$ cat config.mk
export PLATFORM = sky130hd
export DESIGN_NAME = change_dispenser_flat
export DESIGN_NICKNAME = d
export VERILOG_FILES = /design/src/rtl/change_dispenser_pkg.sv /design/src/rtl/change_dispenser_if.sv /design/src/rtl/change_coin_select.sv /design/src/rtl/change_dispenser.sv /design/src/flat_wrapper.sv
export SDC_FILE = /design/constraint.sdc
export NUM_CORES = 1
export LEC_CHECK = 0
export CAP_MARGIN = 40
export CORE_ASPECT_RATIO = 0.5
export CORE_UTILIZATION = 52
export CTS_BUF_LIST = sky130_fd_sc_hd__clkbuf_8
export CTS_CLUSTER_SIZE = 8
export DETAILED_ROUTE_END_ITERATION = 10
export PLACE_DENSITY = 0.91
export SYNTH_ARGS = -nofsm -noshare
export SYNTH_HDL_FRONTEND = slang
export SYNTH_SLANG_ARGS = --single-unit
$ cat constraint.sdc
create_clock -name clk -period 3 [get_ports clk]
set_input_delay 0.3 -clock clk [delete_from_list [all_inputs] [get_ports clk]]
set_output_delay 0.3 -clock clk [all_outputs]
set_load 0.05 [all_outputs]
$ cat src/rtl/change_dispenser_pkg.sv
// rtl/change_dispenser_pkg.sv - coin values, amount width and dispenser state encodings
package change_dispenser_pkg;

    localparam int AMT_W  = 5;
    localparam int COIN_W = 4;

    localparam logic [COIN_W-1:0] COIN_1  = 4'd1;
    localparam logic [COIN_W-1:0] COIN_5  = 4'd5;
    localparam logic [COIN_W-1:0] COIN_10 = 4'd10;

    typedef enum logic [2:0] {
        ST_IDLE   = 3'd0,
        ST_SELECT = 3'd1,
        ST_PAY    = 3'd2,
        ST_FINISH = 3'd3,
        ST_SHORT  = 3'd4
    } state_t;

endpackage

$ cat src/rtl/change_dispenser_if.sv
// rtl/change_dispenser_if.sv - payout request, coin handshake, refill and status bundle
interface change_dispenser_if #(
    parameter int INV_W = 4
);

    logic                                       start;
    logic [change_dispenser_pkg::AMT_W-1:0]     change_amt;
    logic                                       coin_ack;
    logic                                       refill_valid;
    logic [change_dispenser_pkg::COIN_W-1:0]    refill_coin;
    logic [change_dispenser_pkg::COIN_W-1:0]    coin_out;
    logic                                       coin_valid;
    logic                                       busy;
    logic                                       done;
    logic                                       short_err;
    logic [change_dispenser_pkg::AMT_W-1:0]     remaining;
    logic [INV_W-1:0]                           inv1;
    logic [INV_W-1:0]                           inv5;
    logic [INV_W-1:0]                           inv10;

    modport master (
        output start, change_amt, coin_ack, refill_valid, refill_coin,
        input  coin_out, coin_valid, busy, done, short_err, remaining, inv1, inv5, inv10
    );

    modport slave (
        input  start, change_amt, coin_ack, refill_valid, refill_coin,
        output coin_out, coin_valid, busy, done, short_err, remaining, inv1, inv5, inv10
    );

endinterface

$ cat src/rtl/change_coin_select.sv
// rtl/change_coin_select.sv - greedy choice of the largest stocked coin not exceeding the amount owed
module change_coin_select
    import change_dispenser_pkg::*;
(
    input  logic [AMT_W-1:0]  remaining_i,
    input  logic              has1_i,
    input  logic              has5_i,
    input  logic              has10_i,
    output logic [COIN_W-1:0] coin_o,
    output logic              found_o
);

    always_comb begin
        coin_o  = '0;
        found_o = 1'b0;
        if (has10_i && (remaining_i >= AMT_W'(COIN_10))) begin
            coin_o  = COIN_10;
            found_o = 1'b1;
        end else if (has5_i && (remaining_i >= AMT_W'(COIN_5))) begin
            coin_o  = COIN_5;
            found_o = 1'b1;
        end else if (has1_i && (remaining_i >= AMT_W'(COIN_1))) begin
            coin_o  = COIN_1;
            found_o = 1'b1;
        end
    end

endmodule

$ cat src/rtl/change_dispenser.sv
// rtl/change_dispenser.sv - pays out change one coin at a time from three refillable coin tubes
module change_dispenser
    import change_dispenser_pkg::*;
#(
    parameter int INV_W = 4
) (
    input  logic                clk,
    input  logic                rst,
    change_dispenser_if.slave   bus
);

    state_t             state_q, state_d;
    logic [AMT_W-1:0]   rem_q, rem_d;
    logic [COIN_W-1:0]  coin_q, coin_d;
    logic               short_q, short_d;
    logic [INV_W-1:0]   inv1_q, inv5_q, inv10_q;

    logic [COIN_W-1:0]  sel_coin;
    logic               sel_found;
    logic               ack_take;

    change_coin_select u_select (
        .remaining_i (rem_q),
        .has1_i      (|inv1_q),
        .has5_i      (|inv5_q),
        .has10_i     (|inv10_q),
        .coin_o      (sel_coin),
        .found_o     (sel_found)
    );

    assign ack_take = (state_q == ST_PAY) && bus.coin_ack;

    // A refill and an ejection of the same coin in one cycle cancel out.
    function automatic logic [INV_W-1:0] inv_next(input logic [INV_W-1:0] cur,
                                                  input logic inc, input logic dec);
        logic [INV_W-1:0] nxt;
        nxt = cur;
        if (inc && !dec && (cur != '1)) nxt = cur + 1'b1;
        if (dec && !inc)                nxt = cur - 1'b1;
        return nxt;
    endfunction

    always_comb begin
        state_d = state_q;
        rem_d   = rem_q;
        coin_d  = coin_q;
        short_d = short_q;
        case (state_q)
            ST_IDLE: begin
                if (bus.start) begin
                    rem_d   = bus.change_amt;
                    short_d = 1'b0;
                    state_d = ST_SELECT;
                end
            end
            ST_SELECT: begin
                if (rem_q == '0) begin
                    state_d = ST_FINISH;
                end else if (sel_found) begin
                    coin_d  = sel_coin;
                    state_d = ST_PAY;
                end else begin
                    state_d = ST_SHORT;
                end
            end
            ST_PAY: begin
                if (bus.coin_ack) begin
                    rem_d   = rem_q - AMT_W'(coin_q);
                    state_d = ST_SELECT;
                end
            end
            ST_FINISH: begin
                short_d = 1'b0;
                state_d = ST_IDLE;
            end
            ST_SHORT: begin
                short_d = 1'b1;
                state_d = ST_IDLE;
            end
            default: state_d = ST_IDLE;
        endcase
    end

    always_ff @(posedge clk) begin
        if (rst) begin
            state_q <= ST_IDLE;
            rem_q   <= '0;
            coin_q  <= '0;
            short_q <= 1'b0;
            inv1_q  <= '0;
            inv5_q  <= '0;
            inv10_q <= '0;
        end else begin
            state_q <= state_d;
            rem_q   <= rem_d;
            coin_q  <= coin_d;
            short_q <= short_d;
            inv1_q  <= inv_next(inv1_q,
                                bus.refill_valid && (bus.refill_coin == COIN_1),
                                ack_take && (coin_q == COIN_1));
            inv5_q  <= inv_next(inv5_q,
                                bus.refill_valid && (bus.refill_coin == COIN_5),
                                ack_take && (coin_q == COIN_5));
            inv10_q <= inv_next(inv10_q,
                                bus.refill_valid && (bus.refill_coin == COIN_10),
                                ack_take && (coin_q == COIN_10));
        end
    end

    assign bus.coin_valid = (state_q == ST_PAY);
    assign bus.coin_out   = (state_q == ST_PAY) ? coin_q : '0;
    assign bus.busy       = (state_q != ST_IDLE);
    assign bus.done       = (state_q == ST_FINISH) || (state_q == ST_SHORT);
    assign bus.short_err  = short_q;
    assign bus.remaining  = rem_q;
    assign bus.inv1       = inv1_q;
    assign bus.inv5       = inv5_q;
    assign bus.inv10      = inv10_q;

endmodule

$ cat src/flat_wrapper.sv
// flat-port wrapper written by rule: the top's interface ports become plain ports
module change_dispenser_flat import change_dispenser_pkg::*;
#(
    parameter int INV_W = 4
)
  (clk, rst, bus_start, bus_change_amt, bus_coin_ack, bus_refill_valid, bus_refill_coin, bus_coin_out, bus_coin_valid, bus_busy, bus_done, bus_short_err, bus_remaining, bus_inv1, bus_inv5, bus_inv10);
  change_dispenser_if #(.INV_W(INV_W)) bus_i ();
  input  logic clk;
  input  logic rst;
  input wire logic [$bits(bus_i.start)-1:0] bus_start;
  input wire logic [$bits(bus_i.change_amt)-1:0] bus_change_amt;
  input wire logic [$bits(bus_i.coin_ack)-1:0] bus_coin_ack;
  input wire logic [$bits(bus_i.refill_valid)-1:0] bus_refill_valid;
  input wire logic [$bits(bus_i.refill_coin)-1:0] bus_refill_coin;
  output wire logic [$bits(bus_i.coin_out)-1:0] bus_coin_out;
  output wire logic [$bits(bus_i.coin_valid)-1:0] bus_coin_valid;
  output wire logic [$bits(bus_i.busy)-1:0] bus_busy;
  output wire logic [$bits(bus_i.done)-1:0] bus_done;
  output wire logic [$bits(bus_i.short_err)-1:0] bus_short_err;
  output wire logic [$bits(bus_i.remaining)-1:0] bus_remaining;
  output wire logic [$bits(bus_i.inv1)-1:0] bus_inv1;
  output wire logic [$bits(bus_i.inv5)-1:0] bus_inv5;
  output wire logic [$bits(bus_i.inv10)-1:0] bus_inv10;
  assign bus_i.start = bus_start;
  assign bus_i.change_amt = bus_change_amt;
  assign bus_i.coin_ack = bus_coin_ack;
  assign bus_i.refill_valid = bus_refill_valid;
  assign bus_i.refill_coin = bus_refill_coin;
  assign bus_coin_out = bus_i.coin_out;
  assign bus_coin_valid = bus_i.coin_valid;
  assign bus_busy = bus_i.busy;
  assign bus_done = bus_i.done;
  assign bus_short_err = bus_i.short_err;
  assign bus_remaining = bus_i.remaining;
  assign bus_inv1 = bus_i.inv1;
  assign bus_inv5 = bus_i.inv5;
  assign bus_inv10 = bus_i.inv10;
  change_dispenser #(.INV_W(INV_W)) u_core (.clk(clk), .rst(rst), .bus(bus_i));
endmodule
## Yosys cells after proc, flatten, opt, wreduce, memory -nomap -nowiden

Index checks and enable logic that the tools add are counted.

- Register bits after elaboration: 25
- Bits of input ports: 14
- Output and inout port bits: 25

- Add/sub/neg operators: 7
- $lt $le $gt $ge: 3
- Equality and inequality tests: 15
- Mux-type cells: 23
- Bitwise logic cells: 1
- Reductions and logical operators: 41

Operators with widths:

| operator | number |
|---|---|
| 2-to-1 mux 4 bit | 8 |
| logical AND 1 bit | 19 |
| 2-to-1 mux 3 bit | 5 |
| adder 4 x 1 -> 4 bit (second input constant) | 3 |
| != test 4 bit (second input constant) | 3 |
| OR reduction 4 bit | 3 |
| subtractor 4 x 1 -> 4 bit (second input constant) | 3 |
| 2-to-1 mux 5 bit | 2 |
| one-hot mux 5 bit (2 select lines) | 1 |
| one-hot mux 3 bit (3 select lines) | 1 |
| equality test 4 x 1 -> 1 bit (second input constant) | 2 |
| equality test 4 x 3 -> 1 bit (second input constant) | 2 |
| equality test 4 bit (second input constant) | 2 |
| nonzero test 2 bit | 4 |
| equality test 3 x 2 -> 1 bit (second input constant) | 2 |
| zero test 1 bit | 6 |
| AND reduction 3 bit | 2 |
| nonzero test 3 bit | 2 |
| greater-or-equal comparator 5 x 1 -> 1 bit (second input constant) | 1 |
| greater-or-equal comparator 5 x 3 -> 1 bit (second input constant) | 1 |
| greater-or-equal comparator 5 x 4 -> 1 bit (second input constant) | 1 |
| zero test 5 bit | 1 |
| 2-to-1 mux 1 bit | 5 |
| subtractor 5 x 4 -> 5 bit | 1 |
| other kinds (8) | 10 |

## Logic depth before layout (Yosys ltp)

Gate-level depths: netlist (run 1).

- Word-level depth: 8
- Depth in mapped cells: 12
- Gate-level depth less buffers: 10

## Cells and area by module

A second synthesis (run 1) with hierarchy kept.

- Cell total of the unflattened synthesis: 206
- Area total of the unflattened synthesis: 1735.4 um2

Modules (own cells, without submodules):

| module | instances | cells an instance | area each (um2) | sequential area each (um2) |
|---|---|---|---|---|
| change_dispenser | 1 | 196 | 1664.1 | 500.5 |
| change_coin_select | 1 | 10 | 71.3 | 0.0 |

## Worst setup path before layout (run 1)

No wires, ideal clock.

- Path type: register to register
- Start point: register u_core.state_q[2]
- End point: register u_core.inv10_q[3], in the netlist u_core.bus.inv10[3]
- Library setup time: 0.121 ns
- Arrival: 2.525 ns
- Slack: 0.354 ns
- Stages on the path, launching flop included: 13
- Period minus slack after synthesis: 2.646 ns
- Cells stage by stage: dfxtp_1 -> buf_4 -> or3b_1 -> buf_2 -> clkinv_2 -> nand4b_4 -> nor2_2 -> ha_1 -> a21o_1 -> a21oi_1 -> nor3b_1 -> a21oi_1 -> mux2_2

- Cells in the longest elaborated chain, start to end: 7
- Elaborated cells between the ends (all ways): 9
- Those cells by class: eq/ne (1); mux (1); reduce/logical (7)

Ends and longest elaborated chain:

| element | RTL line | RTL |
|---|---|---|
| from (decl) | change_dispenser.sv:12 | `state_t state_q, state_d;` |
| from (signal assigned) | change_dispenser.sv:94 | `state_q <= state_d;` |
| equality test 3 x 2 -> 1 bit (*) | - |  |
| named net bus_coin_valid | flat_wrapper.sv:16 | `output wire logic [$bits(bus_i.coin_valid)-1:0] bus_coin_valid;` |
| logical AND 1 bit (*) | change_dispenser.sv:31 | `assign ack_take = (state_q == ST_PAY) && bus.coin_ack;` |
| logical AND 1 bit (*) | change_dispenser.sv:106 | `ack_take && (coin_q == COIN_10));` |
| zero test 1 bit | change_dispenser.sv:38 | `if (inc && !dec && (cur != '1)) nxt = cur + 1'b1;` |
| logical AND 1 bit (2 in series) | change_dispenser.sv:38 |  |
| nonzero test 2 bit (no source line) | - |  |
| to (signal assigned) | change_dispenser.sv:104 | `inv10_q <= inv_next(inv10_q,` |
| to (decl) | change_dispenser.sv:16 | `logic [INV_W-1:0] inv1_q, inv5_q, inv10_q;` |

Mark *: on every way through the listed nets, which the timed path passes. The rest lies on a longest branch.
A chain may end at the register's enable or synchronous reset.

## Worst setup path in the final report (run 1)

- Start point: register u_core.state_q[0]
- End point: register u_core.inv10_q[3], in the netlist u_core.bus.inv10[3]

- Cells in the longest elaborated chain, start to end: 7
- Elaborated cells between the ends (all ways): 9
- Those cells by class: eq/ne (1); mux (1); reduce/logical (7)

Ends and longest elaborated chain:

| element | RTL line |
|---|---|
| equality test 3 x 2 -> 1 bit (*) | change_dispenser.sv:31 |
| logical AND 1 bit (*) | change_dispenser.sv:31 |
| logical AND 1 bit (*) | change_dispenser.sv:106 |
| zero test 1 bit | change_dispenser.sv:38 |
| logical AND 1 bit (2 in series) | change_dispenser.sv:38 |
| nonzero test 2 bit (no source line) | - |

Mark *: on every way between the ends. The rest lies on a longest branch, timed or not.

==> results of run 1 <==
-- cells by family (layout without fill, tap and decap cells) --
group | after synthesis | count (layout) | share of synthesized area [%]
AND/OR/NAND/NOR | 80 | 80 | 29.8
AO/OA/AOI/OAI | 43 | 43 | 18.2
flip-flops | 24 | 24 | 28.9
buffers and inverters | 20 | 59 | 5.12
adder cells (fa/ha/maj) | 10 | 10 | 8.44
multiplexers | 9 | 9 | 6.41
XOR/XNOR | 6 | 6 | 3.17
-- layout make-up --
type / count / area, um^2 / share of cell area (%)
sequential: 24 / 480 / 22.2
tap: 40 / 50.0 / 2.32
clock inverter: 1 / 30.0 / 1.39
clock buffer: 3 / 41.3 / 1.91
multi-input combinational: 148 / 1090 / 50.7
timing repair buffer: 43 / 418 / 19.3
inverter: 12 / 46.3 / 2.14
-- routing by layer --
metal | vias up | routed length [um]
li1 | 771 | -
met1 | 743 | 1770
met2 | 62 | 2020
met3 | 10 | 274
met4 | 0 | 74
met5 | - | 0
-- metrics by stage --
stage	setup slack [ns]	instance area, um^2	hold slack (ns)
global placement	0.329	2090	0.493
global route	0.233	2160	0.552
finish	0.374	2160	0.516
CTS	0.398	2160	0.525
floorplan	0.354	1660	0.463
detailed placement	0.183	2090	0.511
-- worst paths after layout --
path                            depth (start not counted)              endpoint                 start  slack (ns)
worst max register to register                         10   u_core.bus.inv10[3]     u_core.state_q[0]        0.37
worst max-delay path                                   10   u_core.bus.inv10[3]     u_core.state_q[0]        0.37
worst min-delay path                                    2  u_core.bus.short_err  u_core.bus.short_err        0.52
worst min register to register                          2  u_core.bus.short_err  u_core.bus.short_err        0.52
-- critical path: cells and delay by family (launching register included) --
kind / cells / cell delay [ns]
AOI/OAI and AO/OA: 3 / 0.50
adders and majority gates: 1 / 0.25
buffers and inverters: 1 / 0.14
DFF: 1 / 0.42
muxes: 1 / 0.34
and+or+nand+nor: 4 / 0.85
-- placed cells by master (no fill, tap or decap), drive strengths merged, types with 2 or more instances in the layout --
master,netlist,routed
clkdlybuf4s50,0,38
nor2,25,25
dfxtp,24,24
o21ai,12,12
inv,11,11
nor2b,8,8
a21oi,8,8
ha,8,8
nand2,7,7
a211oi,7,7
mux2i,6,6
xnor2,5,5
nand3b,5,5
nor3,5,5
buf,4,5
nand4,4,4
nand3,3,3
nor4,3,3
a21o,3,3
nor3b,3,3
clkbuf,4,3
mux2,3,3
and2,2,2
or3b,2,2
or3,2,2
or2,2,2
and3,2,2
a22oi,2,2
a311oi,2,2
a31oi,2,2
fa,2,2
nand4b,2,2
-- state kept, by name, summed over array words and instances (netlist names) --
| signal | cells |
|---|---|
| u_core.bus.inv1 | 4 |
| u_core.bus.inv10 | 4 |
| u_core.bus.inv5 | 4 |
| u_core.bus.remaining | 5 |
| u_core.bus.short_err | 1 |
| u_core.coin_q | 3 |
| u_core.state_q | 3 |
-- power by group through the flow --
stage	logic [uW]	clock network, uW	registers (uW)
floorplan	122	0	391
global placement	218	0	364
detailed placement	226	0	366
CTS	231	296	359
global route	250	312	363
finish	232	292	360
==> impl_metrics.json, run 1 <==
{
  "timing.critical_path.required_ns": 3.17,
  "cts-root-buf": "clkbuf_8",
  "global_routing_usage_summed_across_all_routing_layers_pct": 26.2,
  "finClkSkew_ns": 0.00374,
  "ys_ff_latch": 24,
  "vdd_ir_drop_max_uv": 264,
  "grt_use_met2_pct": 42.1,
  "chipHeight_um": 42.0,
  "synthCells": 192,
  "cts_hold_buffers": 0,
  "most_common_cell_type_on_the_critical_path": "a21oi_1",
  "groute.layer.met3.usage_pct": 6.37,
  "std_cell_rows": 14,
  "synthToLayoutAreaGrowth_pct": 30.1,
  "netlist_top_cells_count": "dfxtp_1 (24), nor2_1 (24), o21ai_0 (12), inv_1 (11)",
  "setup_viol": 0,
  "clock-sinks": 24,
  "final_layout_size_suffix_gt1_share_pct": 9.52,
  "cts_tree": "done",
  "total_wire_length_after_detailed_routing_um": 4140,
  "insertion_delay_ns": 0.27,
  "cap_viol_max_count": 0,
  "dieWidth_um": 81.9,
  "criticalPathCategory": "reg2reg",
  "gr-usage-met1_pct": 34.8,
  "tritoncts.num_buffers": 3,
  "finalNetCount": 256,
  "critical_path_peak_fanout": 11,
  "crit_path_top_delay_cell": "or3b_1",
  "critPathArrivalTime_ns": 2.80,
  "netlist_top_cells_area": "dfxtp_1 (29%), ha_1 (6.0%), nor2_1 (5.4%), o21ai_0 (3.6%), mux2i_1 (3.0%)",
  "drcViolationCount": 0,
  "buffer_ports.inserted": 38,
  "start_util_pct": 55.1,
  "p_leak_uw": 0.000822,
  "ratio_of_total_power_to_cell_area_nw_per_um2": 409,
  "global_route.peak_usage_layer": "met2",
  "power.internal_uw": 605,
  "crit_start_category": "register",
  "final.setup.tns_ns": 0,
  "synth_warnings": 0,
  "avgRoutedWirePerCell_um": 15.3,
  "fmax_mhz": 381,
  "crit_path_cell_trace": "or3b_1 > clkinv_2 > nand4b_4 > nor2_2 > ha_1 > a21o_1 > a21oi_1 > nor3b_1 > a21oi_1 > mux2_2",
  "ios": 39,
  "layoutNonFillerInstCount": 271,
  "cts-htree-levels": 1,
  "pwr-share-seq_pct": 40.7,
  "dr_total_vias": 1586,
  "dr.first_iter.drc_count": 116,
  "run_status": "completed",
  "final_max_slew_violation_count": 0,
  "number_of_antenna_violations_at_the_first_check_in_global_routing": 0,
  "clock_tree.buffer_depth": 2,
  "drt_pass1_iterations": 4,
  "core_area_um2": 3010,
  "synthFlopType": "dfxtp_1",
  "postSynth.asyncResetShare_pct": 0,
  "tightest_slew_ns": 0.712,
  "seq_area_frac_synth_pct": 28.9,
  "power.share.switching_pct": 31.5,
  "post_synth_num_cell_types": 54,
  "avgSynthCellArea_um2": 8.65,
  "final_period_minus_worst_setup_slack_ns": 2.63,
  "postLayoutCoreUtil_pct": 71.7,
  "cts-resized-gates": 0,
  "drtAntennaViolNets": 0,
  "mappedNetlistNets": 216,
  "clk_pin_slew_worst_paths_ns": 0.09,
  "via_per_inst": 5.85,
  "final_min_period_over_clock_period_pct": 87.5,
  "design_power_total_uw": 884,
  "leading_area_contributor_after_synthesis": "dfxtp_1",
  "power.net_switching_uw": 278,
  "timing.slew.headroom_pct": 52.4,
  "grt-ovfl-total": 0,
  "hp-class": "reg2reg",
  "grt_pass1_wl_um": 6810,
  "antenna-diode-count": 0,
  "critPathMaxStageDelay_ns": 0.45,
  "fp.dieArea_um2": 3440,
  "timing_hold_violations_final": 0,
  "endpoint_class_of_the_critical_path": "register",
  "largest_net_degree_at_the_start_of_global_routing": 20,
  "post_synthesis_instance_area_um2": 1660,
  "yosys.area.top_type_share_pct": 28.9,
  "number_of_inserted_filler_cells_in_the_final_layout": 225,
  "place.detailed.instances": 267,
  "post-dp-hpwl_um": 3040,
  "grt_pass1_vias": 1464,
  "synth_enable_flop_cells": 0,
  "rsz_0062_raised_after_global_routing": "no",
  "power.combinational.fraction_pct": 26.3,
  "post-cts-setup-buffers": 0,
  "place.gp.congestion": 0.796,
  "power_frac_clock_pct": 33.0
}
No activity file was read; power rests on OpenSTA's default activity.
==> run 2: changes to the inputs <==
- CTS_CLUSTER_DIAMETER: unset -> 200
==> results of run 2 <==
Same layout as run 1: the final DEF is identical, and so are final timing and power.
